--- src/rtl/ex_hazard_ctrl_pkg.sv ---
// ex_hazard_ctrl_pkg: forward-select and FSM encodings shared by the hazard controller.
package ex_hazard_ctrl_pkg;
    localparam logic [1:0] FWD_REG = 2'b00;
    localparam logic [1:0] FWD_MEM = 2'b01;
    localparam logic [1:0] FWD_WB  = 2'b10;
    localparam logic [0:0] S_IDLE    = 1'b0;
    localparam logic [0:0] S_MC_BUSY = 1'b1;
    typedef struct packed {
        logic stall_pc;
        logic stall_ifid;
        logic stall_idex;
        logic flush_ifid;
        logic flush_idex;
        logic flush_exmem;
        logic mc_start;
        logic busy;
    } ctrl_t;
endpackage

--- src/rtl/ex_hazard_ctrl_if.sv ---
// ex_hazard_ctrl_if: pipeline-state inputs and stall/flush/forward outputs of the hazard controller.
interface ex_hazard_ctrl_if;
    logic [2:0] id_rs, id_rt, ex_rs, ex_rt, ex_write_reg, mem_write_reg, wb_write_reg;
    logic       id_uses_rs, id_uses_rt, ex_mem_read, ex_reg_write, ex_multicycle;
    logic       mem_reg_write, wb_reg_write, branch_taken;
    logic [1:0] forward_a, forward_b;
    logic       stall_pc, stall_ifid, stall_idex, flush_ifid, flush_idex, flush_exmem, mc_start, busy;
    modport slave (
        input  id_rs, id_rt, id_uses_rs, id_uses_rt, ex_rs, ex_rt, ex_mem_read, ex_reg_write,
               ex_write_reg, ex_multicycle, mem_reg_write, wb_reg_write, mem_write_reg,
               wb_write_reg, branch_taken,
        output forward_a, forward_b, stall_pc, stall_ifid, stall_idex, flush_ifid, flush_idex,
               flush_exmem, mc_start, busy
    );
    modport master (
        output id_rs, id_rt, id_uses_rs, id_uses_rt, ex_rs, ex_rt, ex_mem_read, ex_reg_write,
               ex_write_reg, ex_multicycle, mem_reg_write, wb_reg_write, mem_write_reg,
               wb_write_reg, branch_taken,
        input  forward_a, forward_b, stall_pc, stall_ifid, stall_idex, flush_ifid, flush_idex,
               flush_exmem, mc_start, busy
    );
endinterface

--- src/rtl/ex_hazard_ctrl_fwd.sv ---
// ex_hazard_ctrl_fwd: operand forward select for one EX source; MEM beats WB, R0 never matches.
module ex_hazard_ctrl_fwd
    import ex_hazard_ctrl_pkg::*;
(
    input  logic [2:0] i_ex_reg,
    input  logic       i_mem_reg_write,
    input  logic [2:0] i_mem_write_reg,
    input  logic       i_wb_reg_write,
    input  logic [2:0] i_wb_write_reg,
    output logic [1:0] o_fwd
);
    assign o_fwd = (i_ex_reg == 3'd0) ? FWD_REG :
                   (i_mem_reg_write && i_mem_write_reg == i_ex_reg) ? FWD_MEM :
                   (i_wb_reg_write && i_wb_write_reg == i_ex_reg) ? FWD_WB : FWD_REG;
endmodule

--- src/rtl/ex_hazard_ctrl.sv ---
// ex_hazard_ctrl: EX-stage forwarding, load-use bubble, branch flush and multi-cycle ALU stall control.
module ex_hazard_ctrl
    import ex_hazard_ctrl_pkg::*;
#(
    parameter int MC_LATENCY = 4
) (
    input logic             clk,
    input logic             rst,
    ex_hazard_ctrl_if.slave bus
);
    logic [0:0] r_state;
    logic [3:0] r_mc_cnt;
    logic       w_load_use, w_idle, w_hold, w_br, w_mc, w_lu;
    ctrl_t      w_ctrl;

    ex_hazard_ctrl_fwd u_fwd_a (
        .i_ex_reg(bus.ex_rs), .i_mem_reg_write(bus.mem_reg_write), .i_mem_write_reg(bus.mem_write_reg),
        .i_wb_reg_write(bus.wb_reg_write), .i_wb_write_reg(bus.wb_write_reg), .o_fwd(bus.forward_a)
    );
    ex_hazard_ctrl_fwd u_fwd_b (
        .i_ex_reg(bus.ex_rt), .i_mem_reg_write(bus.mem_reg_write), .i_mem_write_reg(bus.mem_write_reg),
        .i_wb_reg_write(bus.wb_reg_write), .i_wb_write_reg(bus.wb_write_reg), .o_fwd(bus.forward_b)
    );

    assign w_load_use = bus.ex_mem_read && bus.ex_write_reg != 3'd0 &&
                        ((bus.id_uses_rs && bus.id_rs == bus.ex_write_reg) ||
                         (bus.id_uses_rt && bus.id_rt == bus.ex_write_reg));
    assign w_idle = r_state == S_IDLE;
    // the final MC_BUSY cycle (count exhausted) releases the pipeline
    assign w_hold = r_state == S_MC_BUSY && r_mc_cnt != 4'd0;
    assign w_br   = w_idle && bus.branch_taken;
    assign w_mc   = w_idle && !bus.branch_taken && bus.ex_multicycle;
    assign w_lu   = w_idle && !bus.branch_taken && !bus.ex_multicycle && w_load_use;

    always_comb begin
        w_ctrl = '0;
        if (!rst) begin
            w_ctrl.stall_pc    = w_mc || w_hold || w_lu;
            w_ctrl.stall_ifid  = w_mc || w_hold || w_lu;
            w_ctrl.stall_idex  = w_mc || w_hold;
            w_ctrl.flush_ifid  = w_br;
            w_ctrl.flush_idex  = w_br || w_lu;
            w_ctrl.flush_exmem = w_mc || w_hold;
            w_ctrl.mc_start    = w_mc;
            w_ctrl.busy        = w_hold;
        end
    end

    assign bus.stall_pc    = w_ctrl.stall_pc;
    assign bus.stall_ifid  = w_ctrl.stall_ifid;
    assign bus.stall_idex  = w_ctrl.stall_idex;
    assign bus.flush_ifid  = w_ctrl.flush_ifid;
    assign bus.flush_idex  = w_ctrl.flush_idex;
    assign bus.flush_exmem = w_ctrl.flush_exmem;
    assign bus.mc_start    = w_ctrl.mc_start;
    assign bus.busy        = w_ctrl.busy;

    always_ff @(posedge clk) begin
        if (rst) begin
            r_state  <= S_IDLE;
            r_mc_cnt <= 4'd0;
        end else if (w_mc) begin
            r_state  <= S_MC_BUSY;
            r_mc_cnt <= 4'(MC_LATENCY - 2);
        end else if (r_state == S_MC_BUSY) begin
            if (r_mc_cnt == 4'd0) r_state <= S_IDLE;
            else r_mc_cnt <= r_mc_cnt - 4'd1;
        end
    end
endmodule

--- src/flat_wrapper.sv ---
// flat-port wrapper written by rule: the top's interface ports become plain ports
module ex_hazard_ctrl_flat import ex_hazard_ctrl_pkg::*;
#(
    parameter int MC_LATENCY = 4
)
  (clk, rst, bus_id_rs, bus_id_rt, bus_id_uses_rs, bus_id_uses_rt, bus_ex_rs, bus_ex_rt, bus_ex_mem_read, bus_ex_reg_write, bus_ex_write_reg, bus_ex_multicycle, bus_mem_reg_write, bus_wb_reg_write, bus_mem_write_reg, bus_wb_write_reg, bus_branch_taken, bus_forward_a, bus_forward_b, bus_stall_pc, bus_stall_ifid, bus_stall_idex, bus_flush_ifid, bus_flush_idex, bus_flush_exmem, bus_mc_start, bus_busy);
  ex_hazard_ctrl_if bus_i ();
  input logic clk;
  input logic rst;
  input wire logic [$bits(bus_i.id_rs)-1:0] bus_id_rs;
  input wire logic [$bits(bus_i.id_rt)-1:0] bus_id_rt;
  input wire logic [$bits(bus_i.id_uses_rs)-1:0] bus_id_uses_rs;
  input wire logic [$bits(bus_i.id_uses_rt)-1:0] bus_id_uses_rt;
  input wire logic [$bits(bus_i.ex_rs)-1:0] bus_ex_rs;
  input wire logic [$bits(bus_i.ex_rt)-1:0] bus_ex_rt;
  input wire logic [$bits(bus_i.ex_mem_read)-1:0] bus_ex_mem_read;
  input wire logic [$bits(bus_i.ex_reg_write)-1:0] bus_ex_reg_write;
  input wire logic [$bits(bus_i.ex_write_reg)-1:0] bus_ex_write_reg;
  input wire logic [$bits(bus_i.ex_multicycle)-1:0] bus_ex_multicycle;
  input wire logic [$bits(bus_i.mem_reg_write)-1:0] bus_mem_reg_write;
  input wire logic [$bits(bus_i.wb_reg_write)-1:0] bus_wb_reg_write;
  input wire logic [$bits(bus_i.mem_write_reg)-1:0] bus_mem_write_reg;
  input wire logic [$bits(bus_i.wb_write_reg)-1:0] bus_wb_write_reg;
  input wire logic [$bits(bus_i.branch_taken)-1:0] bus_branch_taken;
  output wire logic [$bits(bus_i.forward_a)-1:0] bus_forward_a;
  output wire logic [$bits(bus_i.forward_b)-1:0] bus_forward_b;
  output wire logic [$bits(bus_i.stall_pc)-1:0] bus_stall_pc;
  output wire logic [$bits(bus_i.stall_ifid)-1:0] bus_stall_ifid;
  output wire logic [$bits(bus_i.stall_idex)-1:0] bus_stall_idex;
  output wire logic [$bits(bus_i.flush_ifid)-1:0] bus_flush_ifid;
  output wire logic [$bits(bus_i.flush_idex)-1:0] bus_flush_idex;
  output wire logic [$bits(bus_i.flush_exmem)-1:0] bus_flush_exmem;
  output wire logic [$bits(bus_i.mc_start)-1:0] bus_mc_start;
  output wire logic [$bits(bus_i.busy)-1:0] bus_busy;
  assign bus_i.id_rs = bus_id_rs;
  assign bus_i.id_rt = bus_id_rt;
  assign bus_i.id_uses_rs = bus_id_uses_rs;
  assign bus_i.id_uses_rt = bus_id_uses_rt;
  assign bus_i.ex_rs = bus_ex_rs;
  assign bus_i.ex_rt = bus_ex_rt;
  assign bus_i.ex_mem_read = bus_ex_mem_read;
  assign bus_i.ex_reg_write = bus_ex_reg_write;
  assign bus_i.ex_write_reg = bus_ex_write_reg;
  assign bus_i.ex_multicycle = bus_ex_multicycle;
  assign bus_i.mem_reg_write = bus_mem_reg_write;
  assign bus_i.wb_reg_write = bus_wb_reg_write;
  assign bus_i.mem_write_reg = bus_mem_write_reg;
  assign bus_i.wb_write_reg = bus_wb_write_reg;
  assign bus_i.branch_taken = bus_branch_taken;
  assign bus_forward_a = bus_i.forward_a;
  assign bus_forward_b = bus_i.forward_b;
  assign bus_stall_pc = bus_i.stall_pc;
  assign bus_stall_ifid = bus_i.stall_ifid;
  assign bus_stall_idex = bus_i.stall_idex;
  assign bus_flush_ifid = bus_i.flush_ifid;
  assign bus_flush_idex = bus_i.flush_idex;
  assign bus_flush_exmem = bus_i.flush_exmem;
  assign bus_mc_start = bus_i.mc_start;
  assign bus_busy = bus_i.busy;
  ex_hazard_ctrl #(.MC_LATENCY(MC_LATENCY)) u_core (.clk(clk), .rst(rst), .bus(bus_i));
endmodule
--- config.mk ---
export PLATFORM = sky130hd
export DESIGN_NAME = ex_hazard_ctrl_flat
export DESIGN_NICKNAME = d
export VERILOG_FILES = /design/src/rtl/ex_hazard_ctrl_pkg.sv /design/src/rtl/ex_hazard_ctrl_if.sv /design/src/rtl/ex_hazard_ctrl_fwd.sv /design/src/rtl/ex_hazard_ctrl.sv /design/src/flat_wrapper.sv
export SDC_FILE = /design/constraint.sdc
export NUM_CORES = 1
export LEC_CHECK = 0
export ABC_AREA = 1
export CAP_MARGIN = 20
export CORE_UTILIZATION = 39
export DETAILED_ROUTE_END_ITERATION = 8
export GPL_TIMING_DRIVEN = 0
export PLACE_DENSITY = 0.83
export SYNTH_ARGS = -nofsm -noshare
export SYNTH_HDL_FRONTEND = slang
export SYNTH_HIERARCHICAL = 1
export SYNTH_SLANG_ARGS = --single-unit
--- constraint.sdc ---
create_clock -name clk -period 1.9 [get_ports clk]
set_clock_uncertainty 0.1 [all_clocks]
set_input_delay 0.38 -clock clk [delete_from_list [all_inputs] [get_ports clk]]
set_output_delay 0.38 -clock clk [all_outputs]
set_load 0.01 [all_outputs]
==> reports/qor.yml, run 1 <==
grt_max_degree: 7
finalCriticalPeriod_ns: 1.91
clkLatencyLatePin_ns: 0.25
synth_nets: 173
io_pins: 43
finalWirelength_um: 2070
synthCells: 142
cts_tree: "done"
grtUsageTotal_pct: 21.4
min_path_type: "flip-flop to flip-flop"
viasPerCell: 4.63
finalCritPeriodShare_pct: 101
worst_pin_slew_ns: 0.253
cts_htree_levels: 1
rows: 14
end_kind: "primary output"
drive_above_1_share_pct: 21.6
dpl_cell_area_mm2: 0.00114
cts.sinks: 5
die_w_um: 44.5
grt_pass1_wl_um: 3190
final_area_mm2: 0.00119
violations: "setup timing"
overflow: 0
vias: 991
post-route-drc-count: 0
ant_nets: 0
grt_antenna_before_repair: 0
yosys_warnings: 6
fmax_ghz: 0.523
status: "finished, violations left"
hpwlAfterDp_um: 1630
power_uw: 423
antenna_cells: 0
powerDensity_mw_per_mm2: 355
clk_pin_slew_ns: 0.05
leakage_uw: 0.000741
swShare_pct: 34.8
clockBufferDepth: 2
gp_congestion: 0.816
critPathMaxFanout: 2
power.internal_uw: 276
ir_drop_v: 0.000525
crit_arrival_ns: 1.43
ys_seq_area_share_pct: 14.2
finalMaxSlewViolations: 0
ys_ff_latch: 5
path_class: "input pin to primary output"
hold_violations: 0
highest_layer: "met4"
rsz0062_at_grt: "true"
fill_cells: 143
drtPass1Iterations: 6
wl_met3_um: 159
ys_types: 19
relSlewSlack_pct: 83.0
start_kind: "input pin"
die_area_mm2: 0.00198
p_seq_share_pct: 26.3
grt_pass1_vias: 886
p_clk_share_pct: 30.0
cts_root_buffer: "clkbuf_4"
cts_buffers: 3
core_area_mm2: 0.00159
area.growth.synth_to_final_pct: 69.1
met2WireLength_um: 1060
setup_ws_ns: -0.0130
seqCellArea_um2: 101
nets: 222
avgSynthCellArea_um2: 4.96
crit_required_ns: 1.42
syn_area_um2: 704
wl_per_cell_um: 9.66
io_buffers: 41
p_sw_uw: 147
start_util_pct: 44.2
drt-initial-drc-count: 26
die_h_um: 44.5
multiInputGateArea_um2: 498
setup_viol: 1
pwr-share-comb_pct: 43.6
max_cap_viol_count: 0
m1WireLength_um: 838
## cell type report
cell class              count  area share (%)
multi-input cells         100            41.8
well taps                  24            2.52
repair buffers             44            32.4
clock buffers               4            2.21
plain buffers               2            1.58
flip-flops and latches      5            8.51
inverters                  35            11.0
## Yosys cell counts
master	number	area, um2
a21oi_1	2	10.0
buf_4	2	15.0
dfxtp_1	5	100
inv_1	27	101
inv_2	8	30.0
nand2_1	55	206
nand2_4	1	11.3
nand3_1	7	35.0
nand3_2	1	10.0
nand3b_1	1	7.51
nand4_1	1	6.26
nor2_1	12	45.0
nor2_2	3	18.8
nor3_1	8	40.0
nor3_4	1	16.3
o211ai_1	1	7.51
o21a_1	2	15.0
o21ai_0	4	20.0
o21ai_2	1	8.76
## layout by cell type, fill, tap and decap left out, types with 2 or more instances in the layout
master | synthesis | layout
nor3_1 | 8 | 6
dfxtp_1 | 5 | 4
nand2_1 | 55 | 52
dlygate4sd2_1 | 0 | 24
buf_6 | 0 | 2
inv_2 | 8 | 11
o21ai_0 | 4 | 4
nand2_2 | 0 | 3
clkbuf_4 | 0 | 3
nor2_1 | 12 | 12
clkdlybuf4s50_1 | 0 | 3
inv_1 | 27 | 24
o21a_1 | 2 | 2
a21oi_1 | 2 | 2
nor2_4 | 0 | 2
nand3_1 | 7 | 6
dlymetal6s2s_1 | 0 | 4
buf_4 | 2 | 4
clkdlybuf4s15_1 | 0 | 2
buf_2 | 0 | 5
nor3_2 | 0 | 2
## metal layers
| metal | vias to the layer above | global-route usage (%) |
|---|---|---|
| li1 | 521 | - |
| met1 | 423 | 21.5 |
| met2 | 44 | 42.4 |
| met3 | 3 | 5.31 |
| met4 | 0 | 6.67 |
| met5 | - | 0 |
## flip-flops by register name, summed over array words and instances (netlist names)
name,flops
u_core/r_state,1
u_core/r_mc_cnt,4
## metrics by stage
stage / instances / utilization [%] / setup TNS (ns) / hold WS (ns) / worst slack, ns
finish: 214 / 74.7 / -0.0130 / 0.366 / -0.0130
detailed placement: 207 / 71.8 / -5.36 / 0.363 / -0.668
floorplan: 142 / - / 0 / 0.336 / 0.355
CTS: 214 / 73.0 / -0.0627 / 0.369 / -0.0627
global placement: 207 / 71.8 / -5.01 / 0.345 / -0.614
global route: 214 / 74.7 / -0.136 / 0.388 / -0.0685
## cell families after synthesis
group,synth area share (%)
and+or+nand+nor,56.3
buffers and inverters,20.8
AOI/OAI and AO/OA,8.70
DFF,14.2
## power groups by stage
stage	clock (uW)	sequential (uW)	combinational [uW]
CTS	130	111	181
global placement	0	113	193
detailed placement	0	113	198
finish	127	111	184
global route	134	111	203
floorplan	0	112	88.1
## critical path, stage by stage
cell	delay (ns)
clkdlybuf4s50_1	0.46
nand3b_1	0.08
nor3_2	0.17
nand2_2	0.08
nand2_2	0.08
buf_6	0.09
buf_6	0.09
## path summary, 6_finish.rpt
kind	cells past startpoint	slack, ns	end	from
min reg2reg	2	0.37	u_core/r_mc_cnt[3]	u_core/r_mc_cnt[3]
max	7	-0.01	bus_stall_pc	bus_ex_mem_read
min	2	0.37	u_core/r_mc_cnt[3]	u_core/r_mc_cnt[3]
max reg2reg	7	0.73	u_core/r_state	u_core/r_mc_cnt[0]
## repair_timing
action | in CTS | in global routing
pin swaps | 13 | 11
setup endpoints to repair | 12 | 8
gates resized for setup | 64 | 13
hold buffers | 0 | 0
buffers inserted | 3 | 0
(Power assumes the default switching activity.)
==> run 2, diff against run 1 <==
--- a/config.mk
+++ b/config.mk
@@ -11,6 +11,7 @@
 export DETAILED_ROUTE_END_ITERATION = 8
 export GPL_TIMING_DRIVEN = 0
 export PLACE_DENSITY = 0.83
+export REMOVE_ABC_BUFFERS = 1
 export SYNTH_ARGS = -nofsm -noshare
 export SYNTH_HDL_FRONTEND = slang
 export SYNTH_HIERARCHICAL = 1
==> run 2 against run 1 <==
Critical path depth stayed put. Non-clock buffer count is 5 lower. Core utilization is 2.9 points lower. Count of clock-buffer cells in the layout stayed put. Maximum frequency is 2.6% higher. First-iteration DRC count is 27% lower. The flow now finishes without violations. Wire length is 7.1% lower. Final cell count is 2.3% lower.
==> reports/qor.yml, run 2 (synthesis results as in run 1) <==
status: "completed"
powerDensity_mw_per_mm2: 359
cts.sinks: 5
grt_max_degree: 7
crit_required_ns: 1.42
die_w_um: 44.5
antenna_cells: 0
clk_pin_slew_ns: 0.04
hold_violations: 0
cts_tree: "done"
core_area_mm2: 0.00159
leakage_uw: 0.000723
io_buffers: 41
end_kind: "primary output"
area.growth.synth_to_final_pct: 62.5
relSlewSlack_pct: 80.2
drt-initial-drc-count: 19
top_register: "u_core/r_mc_cnt"
power_uw: 411
clockBufferDepth: 2
grt_pass1_wl_um: 3080
min_path_type: "flip-flop to flip-flop"
hpwlAfterDp_um: 1420
fill_cells: 134
finalWirelength_um: 1920
power.internal_uw: 271
dpl_cell_area_mm2: 0.00113
vias: 965
setup_ws_ns: 0.0348
die_area_mm2: 0.00198
use_met3_pct: 6.53
grt_util_met2_pct: 37.1
finalCriticalPeriod_ns: 1.87
cts_htree_levels: 1
viasPerCell: 4.62
final_area_mm2: 0.00114
max_cap_viol_count: 0
wl_per_cell_um: 9.19
p_sw_uw: 140
finalMaxSlewViolations: 0
io_pins: 43
start_util_pct: 44.2
setup_viol: 0
largest_reg_flops: 4
die_h_um: 44.5
crit_arrival_ns: 1.39
swShare_pct: 34.1
cts_buffers: 3
drive_above_1_share_pct: 18.4
grtUsageMet1_pct: 23.7
path_class: "input pin to primary output"
drtPass1Iterations: 4
fmax_ghz: 0.536
rows: 14
p_seq_share_pct: 27.1
ir_drop_v: 0.000636
final_common_cell: "nand2_1"
overflow: 0
nets: 217
grtUsageTotal_pct: 20.4
seqCellArea_um2: 100
multiInputGateArea_um2: 495
finalCritPeriodShare_pct: 98.2
ctsHoldBuffers: 0
post-route-drc-count: 0
cts_root_buffer: "clkbuf_4"
pre_cts_slack_ns: -0.540
grt_antenna_before_repair: 0
p_clk_share_pct: 29.6
worst_pin_slew_ns: 0.294
pwr-share-comb_pct: 43.3
critPathMaxFanout: 4
start_kind: "input pin"
final_cell_mix: "nand2_1 (53), inv_1 (25), dlygate4sd2_1 (23)"
gp_congestion: 0.813
busiest_layer: "met2"
hold_slack_ns: 0.361
grt_pass1_vias: 861
ant_nets: 0
top_regs: "u_core/r_mc_cnt: 4 flops, u_core/r_state: 1 flops"
clkLatencyLatePin_ns: 0.24
postCtsSetupRepairBufs: 0
run 2: cell count changes in the layout (fill, tap and decap cells not counted), sizes merged:
cell           change
buf                -3
clkdlybuf4s15      -2
dlymetal6s2s       +1
dlygate4sd2        -1
run 2: area by class of cell:
type                            instances  area share [%]
Sequential cell                         5            8.74
Inverter                               35            11.5
Multi-Input combinational cell        100            43.3
Timing Repair Buffer                   41            31.6
Clock buffer                            4            2.30
Tap cell                               24            2.62
run 2: per-layer routing:
layer	wire, um	share of wire (%)
met1	876	46
met3	177	9.2
met2	856	45
met5	0	0
met4	10	0.52
run 2: what timing repair did:
| item | CTS | global route |
|---|---|---|
| pin swaps | 12 | 11 |
| endpoints found under the setup margin | 12 | 9 |
| resized for setup | 66 | 11 |
run 2: final timing paths:
check	from	to	slack [ns]	cells past startpoint
worst max-delay path	rst	bus_stall_ifid	0.03	7
worst min-delay path	u_core/r_mc_cnt[3]	u_core/r_mc_cnt[2]	0.36	2
worst max register to register	u_core/r_state	u_core/r_mc_cnt[1]	0.74	5
worst min register to register	u_core/r_mc_cnt[3]	u_core/r_mc_cnt[2]	0.36	2
run 2: stage by stage:
stage	std cells	util (%)	setup TNS [ns]
after floorplan	140	-	0
after global placement	205	70.9	-4.86
after detailed placement	205	70.9	-4.91
after CTS	209	70.2	0
after global routing	209	71.8	-0.00939
final	209	71.8	0
run 2: power by group through the flow:
stage                     sequential (uW)  clock, uW  combinational [uW]
after floorplan                       112          0                85.0
after global placement                113          0                 190
after detailed placement              113          0                 192
after CTS                             111        128                 173
after global routing                  112        131                 199
final                                 111        122                 178
run 2: critical path, cell delays in order:
cell	delay, ns
dlygate4sd2_1	0.31
inv_2	0.11
nand3b_1	0.10
nor3_2	0.19
nand2_2	0.09
nand2_2	0.10
buf_6	0.10
==> run 3, diff against run 2 <==
--- a/config.mk
+++ b/config.mk
@@ -7,6 +7,7 @@
 export LEC_CHECK = 0
 export ABC_AREA = 1
 export CAP_MARGIN = 20
+export CORE_MARGIN = 2
 export CORE_UTILIZATION = 39
 export DETAILED_ROUTE_END_ITERATION = 8
 export GPL_TIMING_DRIVEN = 0
==> run 3 against run 2 <==
Register-to-register slack got worse by 0.04 ns. Sequential power is essentially flat. Flip-flop and latch count unchanged. Count of clock-buffer cells in the layout is the same. Wire length grew 20%. Power up 1.9%. Combinational power rose by 4%. Worst hold slack better by 0.020 ns.
==> reports/qor.yml, run 3 (synthesis results as in run 1) <==
relSlewSlack_pct: 80.9
ant_nets: 0
clockBufferDepth: 2
antenna_cells: 0
core_area_mm2: 0.00171
grt_antenna_before_repair: 0
nets: 224
cts_root_buffer: "clkbuf_4"
die_w_um: 46.5
crit_required_ns: 1.42
pwr-share-comb_pct: 44.1
wl_per_cell_um: 10.6
fmax_ghz: 0.533
status: "completed"
die_area_mm2: 0.00216
drt-initial-drc-count: 13
final_common_cell: "nand2_1"
crit_arrival_ns: 1.40
swShare_pct: 34.6
power.internal_uw: 274
cts.sinks: 5
final_area_mm2: 0.00120
max_cap_viol_count: 0
io_buffers: 41
clkLatencyLatePin_ns: 0.25
io_pins: 43
drtPass1Iterations: 4
finalWirelength_um: 2300
viasPerCell: 4.62
drive_above_1_share_pct: 22.9
area.growth.synth_to_final_pct: 70.0
start_kind: "flip-flop"
rsz0062_at_grt: "true"
powerDensity_mw_per_mm2: 350
hpwlAfterDp_um: 1610
dpl_cell_area_mm2: 0.00113
finalCriticalPeriod_ns: 1.88
fin_util_pct: 70.1
ctsHoldBuffers: 0
overflow: 0
grt_pass1_vias: 860
leakage_uw: 0.000746
gp_congestion: 0.783
largest_reg_flops: 4
end_kind: "primary output"
finalCritPeriodShare_pct: 98.7
p_clk_share_pct: 29.4
grt_pass1_wl_um: 3220
cts_buffers: 3
p_seq_share_pct: 26.5
top_regs: "u_core/r_mc_cnt: 4 flops, u_core/r_state: 1 flops"
path_class: "flip-flop to primary output"
cts_htree_levels: 1
grtUsageTotal_pct: 20.6
start_util_pct: 41.2
clk_pin_slew_ns: 0.05
setup_viol: 0
fill_cells: 163
finalMaxSlewViolations: 0
grt_max_degree: 7
dp_cells: 206
finalNonFillerCells: 217
die_h_um: 46.5
critPathMaxFanout: 3
ir_drop_v: 0.000505
vias: 1002
top_register: "u_core/r_mc_cnt"
worst_pin_slew_ns: 0.284
hold_violations: 0
cts_tree: "done"
rows: 15
final_cell_mix: "nand2_1 (54), inv_1 (25), dlygate4sd2_1 (23)"
min_path_type: "flip-flop to flip-flop"
p_sw_uw: 145
post-route-drc-count: 0
hold_slack_ns: 0.381
## run 3: cell types whose count changed in the layout (fill, tap and decap cells not counted), moves of 2 or more
| cell | change |
|---|---|
| dfxtp_1 | -3 |
| clkbuf_2 | +2 |
| nand2_2 | -2 |
| dfxtp_2 | +2 |
| buf_4 | +7 |
| buf_6 | -2 |
| clkdlybuf4s15_2 | +2 |
## run 3: worst max-delay path, stage by stage, from the launching register on
cell and delay (ns):
dfxtp_2 0.33, inv_2 0.08, nand2_4 0.07, o21ai_4 0.17, nor2_2 0.07, nor2_2 0.13
buf_4 0.12, nand2_1 0.05, buf_2 0.14
## run 3: timing repair
action	4_1_cts	5_1_grt
gates resized for setup	59	19
setup endpoints to repair	12	8
setup buffers	2	5
pin swaps	13	10
## run 3: power groups by stage
stage	logic [uW]	registers (uW)	clock network, uW
after floorplan	85.0	112	0
after global placement	190	113	0
after detailed placement	194	113	0
after CTS	176	111	127
after global routing	207	111	135
final	185	111	123
## run 3: final cells by class
class	count	area [um2]	share of cell area, %
multi-input cells	100	493	41.2
repair buffers	48	407	34.0
inverters	35	134	11.2
flip-flops and latches	5	106	8.88
well taps	25	31.3	2.61
clock buffers	4	26.3	2.19
## run 3: final timing paths
kind | from | endpoint | slack [ns] | depth (start not counted)
min | u_core/r_mc_cnt[3] | u_core/r_mc_cnt[2] | 0.38 | 2
min reg2reg | u_core/r_mc_cnt[3] | u_core/r_mc_cnt[2] | 0.38 | 2
max | u_core/r_mc_cnt[3] | bus_stall_ifid | 0.02 | 8
max reg2reg | u_core/r_mc_cnt[3] | u_core/r_state | 0.70 | 7
## run 3: per-layer routing
metal / track usage (%) / up-vias / share of wire [%] / routed length [um]
li1: - / 525 / - / -
met1: 21.5 / 427 / 41 / 953
met2: 38.9 / 46 / 48 / 1110
met3: 8.24 / 4 / 8.9 / 204
met4: 2.86 / 0 / 1.4 / 32
met5: 0 / - / 0 / 0
## run 3: per-stage QoR
stage	total power, uW	TNS, ns	worst slack [ns]
final	419	0	0.0248
after global routing	453	-0.0655	-0.0333
after CTS	414	0	0.00370
after global placement	303	-4.89	-0.528
after floorplan	197	0	0.448
after detailed placement	307	-5.04	-0.543
